$ cat config.mk
export PLATFORM = sky130hd
export DESIGN_NAME = hawk_att_lookup
export DESIGN_NICKNAME = d
export VERILOG_FILES = /design/src/rtl/hawk_att_lookup.sv
export SDC_FILE = /design/constraint.sdc
export NUM_CORES = 1
export LEC_CHECK = 0
export CAP_MARGIN = 5
export CORE_AREA = 2 2 266 268
export DETAILED_ROUTE_END_ITERATION = 7
export DIE_AREA = 0 0 268 270
export GPL_TIMING_DRIVEN = 0
export PLACE_DENSITY = 0.38
export SLEW_MARGIN = 25
export SYNTH_ARGS = -nofsm -noshare
export SYNTH_HDL_FRONTEND = slang
export SYNTH_SLANG_ARGS = --single-unit
$ cat constraint.sdc
create_clock -name clk_i -period 10.34 [get_ports clk_i]
set_clock_uncertainty 0.15 [all_clocks]
set_input_delay 3.102 -clock clk_i [delete_from_list [all_inputs] [get_ports clk_i]]
set_output_delay 3.102 -clock clk_i [all_outputs]
set_load 0.03 [all_outputs]
$ cat src/rtl/hawk_att_lookup.sv
`default_nettype none
// ============================================================================
//  Module      : hawk_att_lookup
//  Description : Translates a host physical address into an ATT entry lookup.
//                It fetches the 64-byte ATT block holding the entry over an
//                AXI read, decodes the entry and returns the translation.
//                One lookup is outstanding at a time.
//  Revision    : 1.0 - initial release
// ============================================================================
module hawk_att_lookup #(
    parameter logic [63:0] ATT_BASE      = 64'hFFF6100000,
    parameter logic [63:0] HPPA_BASE     = 64'h80000000,
    parameter int unsigned ATT_ENTRY_CNT = 16
) (
    input  logic         clk_i,
    input  logic         rst_i,
    // CPU lookup request
    input  logic         req_valid,
    output logic         req_ready,
    input  logic [47:0]  req_hppa,
    // AXI read address channel (single 64B beat, arlen=0, arsize=6)
    output logic         arvalid,
    input  logic         arready,
    output logic [63:0]  araddr,
    // AXI read data channel
    input  logic         rvalid,
    output logic         rready,
    input  logic         rlast,
    input  logic [511:0] rdata,
    input  logic [1:0]   rresp,
    // Translation result
    output logic         out_valid,
    input  logic         out_ready,
    output logic [47:0]  out_ppa,
    output logic [1:0]   out_sts,
    output logic         out_allow,
    output logic         out_err
);

    typedef enum logic [1:0] {
        IDLE = 2'd0,
        AR   = 2'd1,
        R    = 2'd2,
        RESP = 2'd3
    } state_t;

    // Entry status meaning "uncompressed, access allowed".
    localparam logic [1:0] STS_UNCOMP = 2'b01;
    localparam logic [63:0] BLK_MASK  = ~64'h3F;

    state_t       state_q;
    logic         arvalid_q;
    logic         rready_q;
    logic         out_valid_q;
    logic [63:0]  araddr_q;
    logic [2:0]   slot_q;
    logic         first_q;
    logic [49:0]  entry_q;
    logic [1:0]   rresp_q;
    logic [47:0]  out_ppa_q;
    logic [1:0]   out_sts_q;
    logic         out_allow_q;
    logic         out_err_q;

    // Request address decode: entry index, range check and block address.
    logic [63:0]  hppa_ext;
    logic         below_base;
    logic [63:0]  diff;
    logic [63:0]  idx_d;
    logic         oob_d;
    logic [63:0]  entry_addr;
    logic [63:0]  araddr_d;

    assign hppa_ext   = {16'd0, req_hppa};
    assign below_base = (hppa_ext < HPPA_BASE);
    assign diff       = hppa_ext - HPPA_BASE;
    assign idx_d      = diff >> 12;
    assign oob_d      = below_base || (idx_d >= 64'(ATT_ENTRY_CNT));
    assign entry_addr = ATT_BASE + (idx_d << 3);
    assign araddr_d   = entry_addr & BLK_MASK;

    // Entry selection: the first beat supplies the entry directly; if the
    // closing beat is a later one, the value captured from the first is used.
    logic [8:0]   bit_off;
    logic [49:0]  beat_entry;
    logic [49:0]  entry_d;
    logic [1:0]   resp_d;
    logic [1:0]   sts_d;

    assign bit_off    = {slot_q, 6'd0};
    assign beat_entry = rdata[bit_off +: 50];
    assign entry_d    = first_q ? beat_entry : entry_q;
    assign resp_d     = first_q ? rresp : rresp_q;
    assign sts_d      = entry_d[1:0];

    // Request acceptance is gated by reset so nothing is taken while held.
    assign req_ready = (state_q == IDLE) && !rst_i;
    assign arvalid   = arvalid_q;
    assign araddr    = araddr_q;
    assign rready    = rready_q;
    assign out_valid = out_valid_q;
    assign out_ppa   = out_ppa_q;
    assign out_sts   = out_sts_q;
    assign out_allow = out_allow_q;
    assign out_err   = out_err_q;

    // Lookup FSM: all handshake outputs and results are registered here.
    always_ff @(posedge clk_i) begin
        if (rst_i) begin
            state_q     <= IDLE;
            arvalid_q   <= 1'b0;
            rready_q    <= 1'b0;
            out_valid_q <= 1'b0;
            araddr_q    <= 64'd0;
            slot_q      <= 3'd0;
            first_q     <= 1'b0;
            entry_q     <= 50'd0;
            rresp_q     <= 2'd0;
            out_ppa_q   <= 48'd0;
            out_sts_q   <= 2'd0;
            out_allow_q <= 1'b0;
            out_err_q   <= 1'b0;
        end else begin
            case (state_q)
                IDLE: begin
                    if (req_valid) begin
                        if (oob_d) begin
                            // No memory access for an address outside the table.
                            state_q     <= RESP;
                            out_valid_q <= 1'b1;
                            out_err_q   <= 1'b1;
                            out_allow_q <= 1'b0;
                            out_sts_q   <= 2'd0;
                            out_ppa_q   <= 48'd0;
                        end else begin
                            state_q   <= AR;
                            arvalid_q <= 1'b1;
                            araddr_q  <= araddr_d;
                            slot_q    <= idx_d[2:0];
                            first_q   <= 1'b1;
                        end
                    end
                end
                AR: begin
                    if (arready) begin
                        arvalid_q <= 1'b0;
                        rready_q  <= 1'b1;
                        state_q   <= R;
                    end
                end
                R: begin
                    if (rvalid && rready_q) begin
                        first_q <= 1'b0;
                        if (first_q) begin
                            entry_q <= beat_entry;
                            rresp_q <= rresp;
                        end
                        if (rlast) begin
                            rready_q    <= 1'b0;
                            out_valid_q <= 1'b1;
                            state_q     <= RESP;
                            if (resp_d != 2'b00) begin
                                out_err_q   <= 1'b1;
                                out_allow_q <= 1'b0;
                                out_sts_q   <= 2'd0;
                                out_ppa_q   <= 48'd0;
                            end else begin
                                out_err_q   <= 1'b0;
                                out_sts_q   <= sts_d;
                                out_ppa_q   <= entry_d[49:2];
                                out_allow_q <= (sts_d == STS_UNCOMP);
                            end
                        end
                    end
                end
                RESP: begin
                    if (out_ready) begin
                        out_valid_q <= 1'b0;
                        state_q     <= IDLE;
                    end
                end
                default: begin
                    state_q <= IDLE;
                end
            endcase
        end
    end

endmodule
`default_nettype wire

# Word-level counts from Yosys, hierarchy flattened
# Index checks and enable logic that the tools add are counted.
totals:
  ramBits: 0
  mem_bits_ro: 0
  in_bits: 569
  out_inout_bits: 120
  word_cells: 95
  regBits: 171
  latchBits: 0
  n_memories: 0
op_classes:
  muxes: 47
  n_div: 0
  n_bitwise: 1
  n_reduce_logical: 18
  n_eq_ne: 11
  addsub: 2
  shifts: 1
  n_lt_le_gt_ge: 2
  multipliers: 0
ops:
  columns: ["operator", "n"]
  rows:
  - ["$shiftx 512x10->50", 1]
  - ["$mux 48", 5]
  - ["$pmux 48 s2", 1]
  - ["$add 40x55->56 const A", 1]
  - ["$ge 52x5->1 const B", 1]
  - ["$mux 50", 1]
  - ["$sub 48x32->49 const B", 1]
  - ["$lt 48x32->1 const B", 1]
  - ["$mux 2", 12]
  - ["$mux 1", 20]
  - ["$ne 2x2->1 const B", 7]
  - ["$reduce_and 4->1", 3]
  - ["$pmux 1 s2", 5]
  - ["$reduce_and 5->1", 2]
  - ["$pmux 2 s4", 1]
  - ["$reduce_bool 2->1", 4]
  - ["$reduce_and 6->1", 1]
  - ["$eq 2x1->1 const B", 2]
  - ["$eq 2x2->1 const B", 2]
  - ["$pmux 2 s2", 1]
  - ["$pmux 1 s3", 1]
  - ["$reduce_and 3->1", 1]
  - ["$reduce_bool 3->1", 1]
  - ["$logic_and 1x1->1", 2]
  - ["other kinds (5)", 5]

# Longest topological paths before layout
depth:
  word_depth: 7
  depth_mapped: 11
  depth_no_buf: 8

# Worst setup path before layout
# No wires, ideal clock.
synth_path:
  path_type: "in2out"
  start: "in rst_i"
  end: "out req_ready"
  t_required_ps: 7088
  path_buffers: 2
  cell_stages: 3
  arrival_ps: 3938
  path_slack_ps: 3150
  cell_sequence: "clkbuf_1 > clkbuf_1 > nor2b_1"
synth_via:
  elab_chain_cells: 2
synth_rtl:
  columns: ["element", "line", "source"]
  rows:
  - ["from (decl)", "16", "input logic rst_i,"]
  - ["$logic_not 1->1", "97", "assign req_ready = (state_q == IDLE) && !rst_i;"]
  - ["$logic_and 1x1->1", "97", null]
  - ["to (decl)", "19", "output logic req_ready,"]
# Every way passes these cells.

# Final worst setup path
# Same ends and word-level chain as after synthesis.

==> results.py <==
metrics = {
    "run_status": {
        "status": "complete, no violations",
    },
    "floorplanning": {
        "die_h_microns": 270,
        "start_util_pct": 14.1,
        "ios": 689,
        "num_rows": 97,
        "dieArea_sq_um": 72400,
        "dieWidth_microns": 268,
        "core_sq_um": 69500,
    },
    "timing": {
        "finalCriticalPeriod_ns": 8.89,
        "drv_slew": 0,
        "period_share_pct": 86.0,
        "rsz0062_at_grt": "false",
        "worst_pin_slew_ns": 1.00,
        "fin_setup_tns_ns": 0,
        "max_freq_mhz": 112,
        "setup-violations-final": 0,
        "slew_headroom_pct": 33.1,
        "finalHoldViolations": 0,
    },
    "setup_path": {
        "path_cells": "clkdlybuf4s50_1 -> clkbuf_1 -> clkbuf_1 -> nor2b_1 -> clkdlybuf4s50_1",
        "crit_path_start_kind": "primary input",
        "worstPathArrival_ns": 5.64,
        "startpoint": "rst_i",
        "path_class": "in -> out",
        "crit_family": "buffers and inverters",
        "slowest_stage": "clkbuf_1",
        "end_kind": "output pin",
        "r2r_slack_ns": 6.86,
        "required_ns": 7.09,
        "r2r_end": "entry_q[12]$_SDFFE_PP0P_",
        "crit_fanout": 10,
        "crit_buf_inv": 4,
        "rr_worst_depth": 8,
        "critPathMaxStageDelay_ns": 0.67,
        "reg2reg_from": "slot_q[0]$_SDFFE_PP0P_",
    },
    "detailed_routing": {
        "wl_mm": 49.9,
        "via_per_inst": 3.96,
        "drt-initial-drc-count": 360,
        "dr.pass1.iters": 5,
        "drc": 0,
        "wl_per_cell_microns": 19.4,
        "ant_nets": 0,
        "route.vias.total": 10200,
    },
    "synthesis": {
        "avgSynthCellArea_sq_um": 9.44,
        "synth_xor_area_share_pct": 0.357,
        "yosys_warnings": 0,
        "synthSimpleGateAreaFrac_pct": 16.9,
        "synth-seq-cells": 156,
        "synth_cells": 1041,
        "synth_ff_type": "dfxtp_1",
        "synth_edf_count": 0,
        "synth.cell_area_sq_um": 9820,
        "ys_seq_area_share_pct": 31.8,
        "synth_compound_area_share_pct": 9.44,
        "synth_cell_types": 57,
        "async_reset_ff_share_pct": 0,
        "synth_mux_area_share_pct": 33.8,
        "synthAdderAreaFrac_pct": 0.891,
        "synth_top_family_by_area": "multiplexers",
    },
    "clock_network": {
        "clk_pin_slew_ns": 0.06,
        "cts_made_buffers": 17,
        "post-cts-setup-buffer-count": 0,
        "cts_tree": "yes",
        "post_cts_resized": 0,
        "cts_hold_buf": 0,
        "root_buffer": "clkbuf_16",
        "cts_max_path_buffers": 2,
        "cts.sinks": 156,
        "clock_latency_ns": 0.46,
        "htreeDepth": 4,
    },
    "finish": {
        "mostFrequentLayoutCell": "clkdlybuf4s50_1",
        "stdcell_count": 2572,
        "layout_common_cells": "541 x clkdlybuf4s50_1, 207 x nand2_1, 156 x dfxtp_1",
        "diodes": 0,
        "syn_to_final_growth_pct": 74.0,
        "finalCoreUtilization_pct": 24.6,
        "fin_nets": 2197,
        "final_cell_area_sq_um": 17100,
        "drive_gt1_share_pct": 12.3,
    },
    "hold_path": {
        "hold_path_end": "araddr[29]$_SDFFE_PP0P_",
        "hp-class": "reg -> reg",
        "min_path_cells": 2,
        "min_from": "araddr[29]$_SDFFE_PP0P_",
    },
    "global_routing": {
        "grt-ovfl-total": 0,
        "grt_pass1_wl_mm": 69.8,
        "grt_antenna_before_repair": 7,
        "grt_use_total_pct": 13.4,
        "grt_max_degree": 17,
        "grt_pass1_vias": 10500,
    },
    "power": {
        "power_uw": 1940,
        "p_per_area_nw_per_um2": 114,
        "peakVddDrop_uv": 95.9,
        "power.leakage_uw": 0.00578,
    },
    "placement": {
        "detailedPlacementHpwl_mm": 41.3,
        "placedCellCount": 2542,
        "io_buffers": 541,
        "place_congestion": 0.800,
        "place_area_sq_um": 16500,
    },
    "job": {
        "drv_cap": 0,
    },
}
sequential cells by signal, summed over array words and instances (netlist names):
name,count
arvalid,1
first_q,1
state_q,2
out_valid,1
out_allow,1
araddr,43
out_ppa,48
out_err,1
rresp_q,2
rready,1
entry_q,50
out_sts,2
slot_q,3
worst register-to-register path: stages (launching register included):
cell and delay [ns]:
dfxtp_1 0.41, buf_2 0.48, buf_2 0.61, buf_2 0.52, mux4_2 0.60, mux2i_1 0.26
a21oi_1 0.14, nand2_1 0.10, a21oi_1 0.06
logic make-up after synthesis:
group / count (synthesis)
mux: 206
simple gates: 372
other cells: 1
flops: 156
xor+xnor: 4
buf+inv: 136
compound gates: 159
fa+ha+maj: 7
routing by layer:
metal | global-route usage (%) | up-vias | share of wire (%)
met5 | 0 | - | 0.15
met4 | 3.19 | 10 | 1.3
met3 | 3.61 | 39 | 6.2
met2 | 24.2 | 365 | 51
met1 | 15.6 | 4881 | 42
li1 | - | 4878 | -
cell usage after synthesis, drive strengths merged (7+ instances only):
master,count,area [sq um]
clkbuf,59,221
and3,27,169
o21ai,14,70.1
mux2i,102,1020
buf,52,354
nor3,9,55.1
nand2,207,777
nor4,11,68.8
nor2,69,259
mux4,100,2250
nand3,8,40.0
a21oi,125,663
inv,24,90.1
ha,7,87.6
dfxtp,156,3120
nand4,13,81.3
power breakdown:
group	internal (uW)	total, uW	switching [uW]
Sequential	611	619	7.78
Combinational	342	663	321
Clock	390	663	273
per-stage QoR:
stage / hold WS [ns] / setup slack, ns
5_1_grt: 0.311 / 1.36
3_3_place_gp: 0.287 / 1.38
4_1_cts: 0.303 / 1.36
3_5_place_dp: 0.292 / 1.37
2_1_floorplan: 0.286 / 3.15
6_report: 0.299 / 1.45
layout make-up:
cell class              count  area, sq um
repair buffers            541         5420
inverters                  25         93.8
well taps                 940         1180
flip-flops and latches    156         3120
clock inverters            10          141
fillers                  7462        52400
plain buffers             111          578
multi-input cells         769         6110
clock buffers              20          457
worst max path at each step:
stage	endpoint	slack, ns	cells past startpoint
after floorplan	req_ready	3.15	3
after global placement	req_ready	1.38	5
after detailed placement	req_ready	1.37	5
after CTS	req_ready	1.36	5
after global routing	req_ready	1.36	5
final	req_ready	1.45	5
Note: power is estimated with default switching activity, not from simulation.
